===== src/rtl/lsu_pkg.sv =====
// Shared encodings and the latched-request record for the load/store unit.
package lsu_pkg;

  localparam int NUM_LANES = 4;

  typedef enum logic [1:0] {
    SZ_BYTE = 2'b00,
    SZ_HALF = 2'b01,
    SZ_WORD = 2'b10,
    SZ_RSVD = 2'b11
  } size_e;

  typedef enum logic [1:0] {
    IDLE,
    ACCESS,
    WRITE,
    RESP
  } state_e;

  typedef struct packed {
    logic        we;
    size_e       size;
    logic        uns;
    logic [1:0]  off;
    logic [31:0] wdata;
  } lsu_req_t;

  // Alignment legality of a request; out-of-range is checked separately.
  function automatic logic misaligned(size_e sz, logic [1:0] off);
    case (sz)
      SZ_BYTE: misaligned = 1'b0;
      SZ_HALF: misaligned = off[0];
      SZ_WORD: misaligned = |off;
      default: misaligned = 1'b1;
    endcase
  endfunction

endpackage


===== src/rtl/lsu_lane.sv =====
// Byte-lane logic: load extract/extend and store merge, purely combinational.
module lsu_lane
  import lsu_pkg::*;
(
  input  logic [31:0] ld_word,
  input  logic [31:0] st_old,
  input  logic [31:0] wdata,
  input  logic [1:0]  off,
  input  size_e       size,
  input  logic        uns,
  output logic [31:0] ld_data,
  output logic [31:0] st_word
);

  logic [4:0]  sh;
  logic [7:0]  b;
  logic [15:0] h;

  assign sh = {off, 3'b000};
  assign b  = ld_word[sh +: 8];
  assign h  = off[1] ? ld_word[31:16] : ld_word[15:0];

  always_comb begin
    ld_data = ld_word;
    case (size)
      SZ_BYTE: ld_data = {{24{~uns & b[7]}}, b};
      SZ_HALF: ld_data = {{16{~uns & h[15]}}, h};
      default: ld_data = ld_word;
    endcase
  end

  // Each lane takes new data when targeted, else keeps the old RAM byte.
  for (genvar i = 0; i < NUM_LANES; i++) begin : g_lane
    logic hit_b, hit_h;
    assign hit_b = (size == SZ_BYTE) && (off == 2'(i));
    assign hit_h = (size == SZ_HALF) && (off[1] == 1'(i / 2));
    assign st_word[8*i +: 8] = hit_b            ? wdata[7:0] :
                               hit_h            ? wdata[8*(i%2) +: 8] :
                               (size == SZ_WORD) ? wdata[8*i +: 8] :
                                                   st_old[8*i +: 8];
  end

endmodule


===== src/rtl/load_store_unit.sv =====
// Load/store unit: byte/half/word accesses onto a word RAM, sub-word stores via read-modify-write.
module load_store_unit
  import lsu_pkg::*;
#(
  parameter int MEM_WORDS = 32
) (
  input  logic        clk,
  input  logic        rst_n,
  input  logic        req,
  input  logic        we,
  input  logic [1:0]  size,
  input  logic        uns,
  input  logic [31:0] addr,
  input  logic [31:0] wdata,
  output logic        ready,
  output logic        done,
  output logic        err,
  output logic [31:0] rdata,
  output logic        mem_we,
  output logic [31:0] mem_addr,
  output logic [31:0] mem_din,
  input  logic [31:0] mem_dout
);

  state_e      state;
  lsu_req_t    rq;
  logic        rej;
  logic        bad;
  logic [31:0] merge_q;
  logic [31:0] ld_data;
  logic [31:0] st_word;
  logic        word_st;

  assign bad = misaligned(size_e'(size), addr[1:0]) ||
               ({2'b00, addr[31:2]} >= 32'(MEM_WORDS));

  lsu_lane u_lane (
    .ld_word (mem_dout),
    .st_old  (merge_q),
    .wdata   (rq.wdata),
    .off     (rq.off),
    .size    (rq.size),
    .uns     (rq.uns),
    .ld_data (ld_data),
    .st_word (st_word)
  );

  always_ff @(posedge clk or negedge rst_n) begin
    if (!rst_n) begin
      state    <= IDLE;
      rq       <= '0;
      rej      <= 1'b0;
      merge_q  <= '0;
      rdata    <= '0;
      mem_addr <= '0;
    end else begin
      case (state)
        IDLE: if (req) begin
          rq       <= '{we: we, size: size_e'(size), uns: uns, off: addr[1:0], wdata: wdata};
          mem_addr <= {2'b00, addr[31:2]};
          rej      <= bad;
          state    <= bad ? RESP : ACCESS;
        end
        ACCESS: begin
          if (!rq.we) begin
            rdata <= ld_data;
            state <= RESP;
          end else if (rq.size == SZ_WORD) begin
            state <= RESP;
          end else begin
            merge_q <= mem_dout;
            state   <= WRITE;
          end
        end
        WRITE:   state <= RESP;
        RESP:    state <= IDLE;
        default: state <= IDLE;
      endcase
    end
  end

  // Write strobe decoded from state so an async reset kills it immediately.
  assign word_st = rq.we && (rq.size == SZ_WORD);
  assign mem_we  = ((state == ACCESS) && word_st) || (state == WRITE);
  assign mem_din = mem_we ? st_word : '0;
  assign ready   = (state == IDLE);
  assign done    = (state == RESP);
  assign err     = done && rej;

endmodule


===== config.mk =====
export PLATFORM = sky130hd
export DESIGN_NAME = load_store_unit
export DESIGN_NICKNAME = d
export VERILOG_FILES = /design/src/rtl/lsu_pkg.sv /design/src/rtl/lsu_lane.sv /design/src/rtl/load_store_unit.sv
export SDC_FILE = /design/constraint.sdc
export NUM_CORES = 1
export LEC_CHECK = 0
export BUFFER_PORTS_ARGS = -buffer_cell sky130_fd_sc_hd__buf_2
export CORE_MARGIN = 10
export CORE_UTILIZATION = 45
export DETAILED_ROUTE_END_ITERATION = 7
export GPL_ROUTABILITY_DRIVEN = 1
export MAX_ROUTING_LAYER = met4
export PLACE_DENSITY_LB_ADDON = 0.08
export SYNTH_ARGS = -nofsm -noshare
export SYNTH_HDL_FRONTEND = slang
export SYNTH_SLANG_ARGS = --single-unit
export TNS_END_PERCENT = 1

===== constraint.sdc =====
create_clock -name clk -period 2.2 [get_ports clk]
set_clock_uncertainty 0.1 [all_clocks]
set_input_delay 0.11 -clock clk [delete_from_list [all_inputs] [get_ports clk]]
set_output_delay 0.11 -clock clk [all_outputs]
set_load 0.005 [all_outputs]

Yosys cells after proc, flatten, opt, wreduce, memory -nomap -nowiden:

Cells that the tools add are included.

* logic and storage cells: 69
* register bits after elaboration: 135
* output and inout port bits: 100

* $lt $le $gt $ge: 1
* bitwise operators: 6
* reduce and logical (&&, ||, !) cells: 19
* equal/unequal tests: 11
* shifts and indexed selects: 1
* multiplexer cells: 21

Operator list (count)
* 8-bit two-way mux: 12
* 32-bit case mux with 2 select lines: 1
* 32-bit two-way mux: 1
* 32-bit by 6-bit variable part select with 8-bit output: 1
* 30-bit by 6-bit >= comparator with 1-bit output, second input constant: 1
* 16-bit two-way mux: 1
* 2-bit equality test, second input constant: 6
* 1-bit logical AND: 9
* 2-bit by 1-bit equality test with 1-bit output, second input constant: 4
* 2-bit zero test: 4
* 2-bit case mux with 4 select lines: 1
* 2-bit two-way mux: 2
* 1-bit NOT: 4
* 2-bit AND reduction: 2
* 1-bit case mux with 3 select lines: 1
* 3-bit AND reduction: 1
* 1-bit AND: 2
* 1-bit logical OR: 2
* 1-bit two-way mux: 2
* 2-bit inequality test, second input constant: 1
* 2-bit OR reduction: 1

Logic depth before layout (Yosys ltp):

* depth after elaboration: 6
* mapped depth: 8
* depth with buffers taken out: 6

By module:

A second synthesis with hierarchy kept.

* cells, all modules: 594
* area, all modules: 6795.3 um2

Modules (own cells, without submodules)
* load_store_unit: area each 5386.4 um2, times used 1, cells an instance 356, seq. area each 3378.2 um2
* lsu_lane: area each 1408.9 um2, times used 1, cells an instance 238, seq. area each 0.0 um2

Worst setup path after synthesis:

No wires, ideal clock.

* kind: register to register
* start: register state[0]
* end: register mem_addr[16]
* required time: 1.975 ns
* stages on the path, launching flop included: 7
* arrival: 1.656 ns
* library setup time: 0.125 ns
* setup slack: 0.319 ns
* path buffers: 2
* path through: dfrtp_1 inv_1 ha_1 nand2_1 buf_2 buf_2 mux2_2

* longest elaborated chain between the ends: 2

Ends and longest elaborated chain
* start: declaration: line load_store_unit.sv:25 `state_e state;`
* start signal: assignment: line load_store_unit.sv:62 `state <= bad ? RESP : ACCESS;`
* 2-bit zero test
* via ready: line load_store_unit.sv:15 `output logic ready,`
* 2-bit AND reduction (no line)
* end signal: assignment: line load_store_unit.sv:60 `mem_addr <= {2'b00, addr[31:2]};`
* end: declaration: line load_store_unit.sv:20 `output logic [31:0] mem_addr,`

The timed path passes the listed nets, and every way through them passes these cells.
A chain may end at the register's enable or synchronous reset.

Worst setup path in the final report:

* start: register rq[33] (netlist name)
* end: output port mem_din[29]

* longest elaborated chain between the ends: 4

Ends and longest elaborated chain
* start: declaration: line load_store_unit.sv:26 `lsu_req_t rq;`
* start signal: assignment: line load_store_unit.sv:59 `rq <= '{we: we, size: size_e'(size), uns: uns, off: addr[1:0], wdata: wdata};`
* 2-bit equality test or 1-bit logical AND (tied branches): line lsu_lane.sv:35, lsu_lane.sv:36
* 1-bit logical AND or 8-bit two-way mux (tied branches): line lsu_lane.sv:35, lsu_lane.sv:38
* 8-bit two-way mux *: line lsu_lane.sv:37 `assign st_word[8*i +: 8] = hit_b ? wdata[7:0] :`
* 32-bit two-way mux *: line load_store_unit.sv:85 `assign mem_din = mem_we ? st_word : '0;`
* end: declaration: line load_store_unit.sv:21 `output logic [31:0] mem_din,`

Mark *: on every way between the ends. The rest lies on a longest branch, timed or not.

==> summary.md <==
| Metric | Value |
|---|---|
| Longest Clk Path Bufs | 2 |
| Drt drc | 0 |
| Layout cells sized above 1 | a little under half |
| VDD IR max | around 0.81 mV |
| Most common cell after layout, fill and taps aside | buf_2 |
| P_int | 9.24 mW |
| Clock share of power | a little over a fifth |
| Synth Area in Compound Gates | roughly an eighth |
| Relative slew slack | about 58% |
| Worst hold margin | between 100 and 150 ps |
| Die Footprint | around 0.020 mm2 |
| Post-Syn Area | 0.00651 mm2 |
| Total gr overflow | 0 |
| Reg power frac | between 30 and 40% |
| Final-report setup violation count | 0 |
| Register area share after synthesis | between 50% and 60% |
| Simple-gate portion of the synthesized area | 7.90% |
| Maxcap violations | 0 |
| Cells after Synth | around 570 |
| Synth Area in Adders | 0.769% |
| CTS buffer count | 17 |
| H-Tree Depth | 4 |
| Clock Root Buffer | clkbuf_16 |
| Worst Path Required | 1990 ps |
| Chip Height | roughly 140 um |
| Syn. warnings | 0 |
| Core area | between 0.01 and 0.015 mm2 |
| IO Pins | approximately 200 |
| WL final | between 20,000 and 25,000 um |
| Clock transition at the registers of the reported paths | 60 ps |
| Gpl congestion | about 0.89 |
| CP Class | reg -> out |
| DR WL/cell | 20.9 um |
| Register bit total from synthesis | roughly 140 |
| Overall Power | 14.6 mW |
| Initial antenna violation count | 1 |
| P&R area growth vs syn | 49.5% |
| 1st-iter DRT viols | 360 |
| Vias | 5,877 |
| Post-route clock period utilization | approximately 99% |
| CP endpoint kind | output port |
| Sw Share | 36.9% |
| Arrival @ worst endpoint | ~2000 ps |
| Clock latency on the worst-skew pair | between 400 and 500 ps |
| Commonest non-fill, non-tap cells in the layout | 199 x buf_2, 131 x dfrtp_1, 108 x mux2_2 |
| Worst slew pin tran | between 600 and 700 ps |
| NetSw | around 5.4 mW |
| Fmax | 0.457 GHz |
| Post-route core utilization | 69.3% |
| Largest family of logic cells by synthesized area | multiplexers |
| Vias in the first global route | 6,284 |
| Antenna Nets Post-Route | 0 |
| Row count | 43 |
| FILL cells | 1,081 |
| Crit start category | flip-flop |
| Syn avg cell area | about 11 um2 |
| Initial core utilization | 46.4% |
| EDFF count, synth | 0 |
| Power Density | between 1500 and 2000 mW/mm2 |
| Ys async rst share | between 90% and 100% |
| Status | completed |
| Iteration count of the initial detailed-routing pass | 6 |
| CP Max Fanout | 5 |
| Post-synthesis mux area share | between 20% and 30% |
| CTS Sinks | between 100 and 150 |
| Largest net degree at the start of global routing | 56 |
| PortBufs | 200 |
| Final Hold Fails | 0 |
| Final min period | approximately 2200 ps |
| Global-route wire length before repair | roughly 35,000 um |
| Detail Placement HPWL | 16,000 um |
| R2R depth | 4 |
| Hold Path Class | in -> async |
| # nets final | just under 1,000 |
| RSZ-0062 raised after global routing | yes |
| Leakage | roughly 4.5 nW |
| Main synth FF type | dfrtp_1 |
| Total GRT Usage | 23.3% |
| TritonCTS clock tree | done |
| Pins Over Slew Limit | 0 |
| Post-Synth XOR/XNOR Area | 0% |
| Yosys cell types | 39 |
| DR vias/cell | 5.45 |
| Comb pwr share | a little under half |
| Die Wd | roughly 140 um |
worst paths after layout:
path                               startpoint  slack [ps]                 endpoint
min reg2reg                   rej$_DFFE_PN0P_         390          rej$_DFFE_PN0P_
min                                     rst_n         130    rdata[31]$_DFFE_PN0P_
max in group asynchronous               rst_n        1080  merge_q[11]$_DFFE_PN0P_
max                        rq[33]$_DFFE_PN0P_          10              mem_din[29]
max reg2reg                rq[32]$_DFFE_PN0P_         300    rdata[20]$_DFFE_PN0P_
min in group clk                    wdata[25]         350       rq[25]$_DFFE_PN0P_
layer usage:
layer,wire length (um),GRT usage (%),vias to the layer above,part of all wire [%]
li1,-,-,2707,-
met1,9110,27.3,2921,40
met2,11500,38.5,227,51
met3,1710,6.86,22,7.6
met4,246,5.60,0,1.1
met5,0,-,-,0
kinds of logic (layout without fill, tap and decap cells):
group / Yosys count / count (layout)
AO/OA/AOI/OAI: 141 / 141
flip-flops: 135 / 135
multiplexers: 134 / 134
AND/OR/NAND/NOR: 110 / 110
buffers and inverters: 46 / 371
adder cells (fa/ha/maj): 4 / 4
other: 1 / 3
repair_timing:
| item | in CTS | in global routing |
|---|---|---|
| hold endpoints to repair | 177 | 0 |
| setup buffers | 3 | 3 |
| endpoints found under the setup margin | 32 | 33 |
| pin swaps | 3 | 18 |
| resized for setup | 30 | 37 |
| hold buffers | 102 | 0 |
| cloned | 1 | 1 |
through the flow:
stage	std cells	TNS [ps]	cell area, um2	setup slack (ps)
floorplan	572	0	6510	319
global placement	936	0	7780	201
detailed placement	936	0	7780	181
CTS	1073	-27.7	9580	-9.31
global route	1078	-306	9730	-38.1
finish	1078	0	9730	12.6
worst max-delay path, stage by stage, from the launching register on:
cell	delay [ps]
dfrtp_2	420
nor2b_4	210
buf_6	140
mux2_2	340
a211oi_2	220
nor2_1	90
buf_2	130
power by group through the flow:
| stage | clock (mW) | combinational (mW) | sequential [mW] |
|---|---|---|---|
| after floorplan | 0 | 3.86 | 4.44 |
| after global placement | 0 | 5.87 | 4.70 |
| after detailed placement | 0 | 5.99 | 4.76 |
| after CTS | 3.07 | 6.48 | 4.74 |
| after global routing | 3.19 | 7.48 | 4.93 |
| final | 3.04 | 6.81 | 4.79 |
cell type report:
cell class	count	area, um2	share of cell area [%]
Timing Repair inverter	1	6.26	0.0643
Inverter	5	30.0	0.309
Tap cell	180	225	2.31
Sequential cell	135	3380	34.8
Antenna cell	1	2.50	0.0257
Multi-Input combinational cell	391	3090	31.7
Clock buffer	21	460	4.73
Clock inverter	10	169	1.74
Timing Repair Buffer	334	2370	24.3
sequential cells by signal, indices dropped and copies added, names as in the netlist:
| signal | flops |
|---|---|
| mem_addr | 30 |
| merge_q | 32 |
| rdata | 32 |
| rej | 1 |
| rq | 38 |
| state | 2 |
synthesized netlist by cell type, drive strengths merged, types with 13 or more instances:
master    n  area share, %
nor2     56            3.3
a211oi   17            2.0
buf      27            2.3
nand3    18            1.4
nand2    13           0.75
mux2    109             19
mux2i    24            3.7
a22oi    14            1.6
dfrtp   135             52
clkbuf   14           0.83
a21oi    63            4.8
o21ai    26            2.0
(Power assumes the default switching activity.)
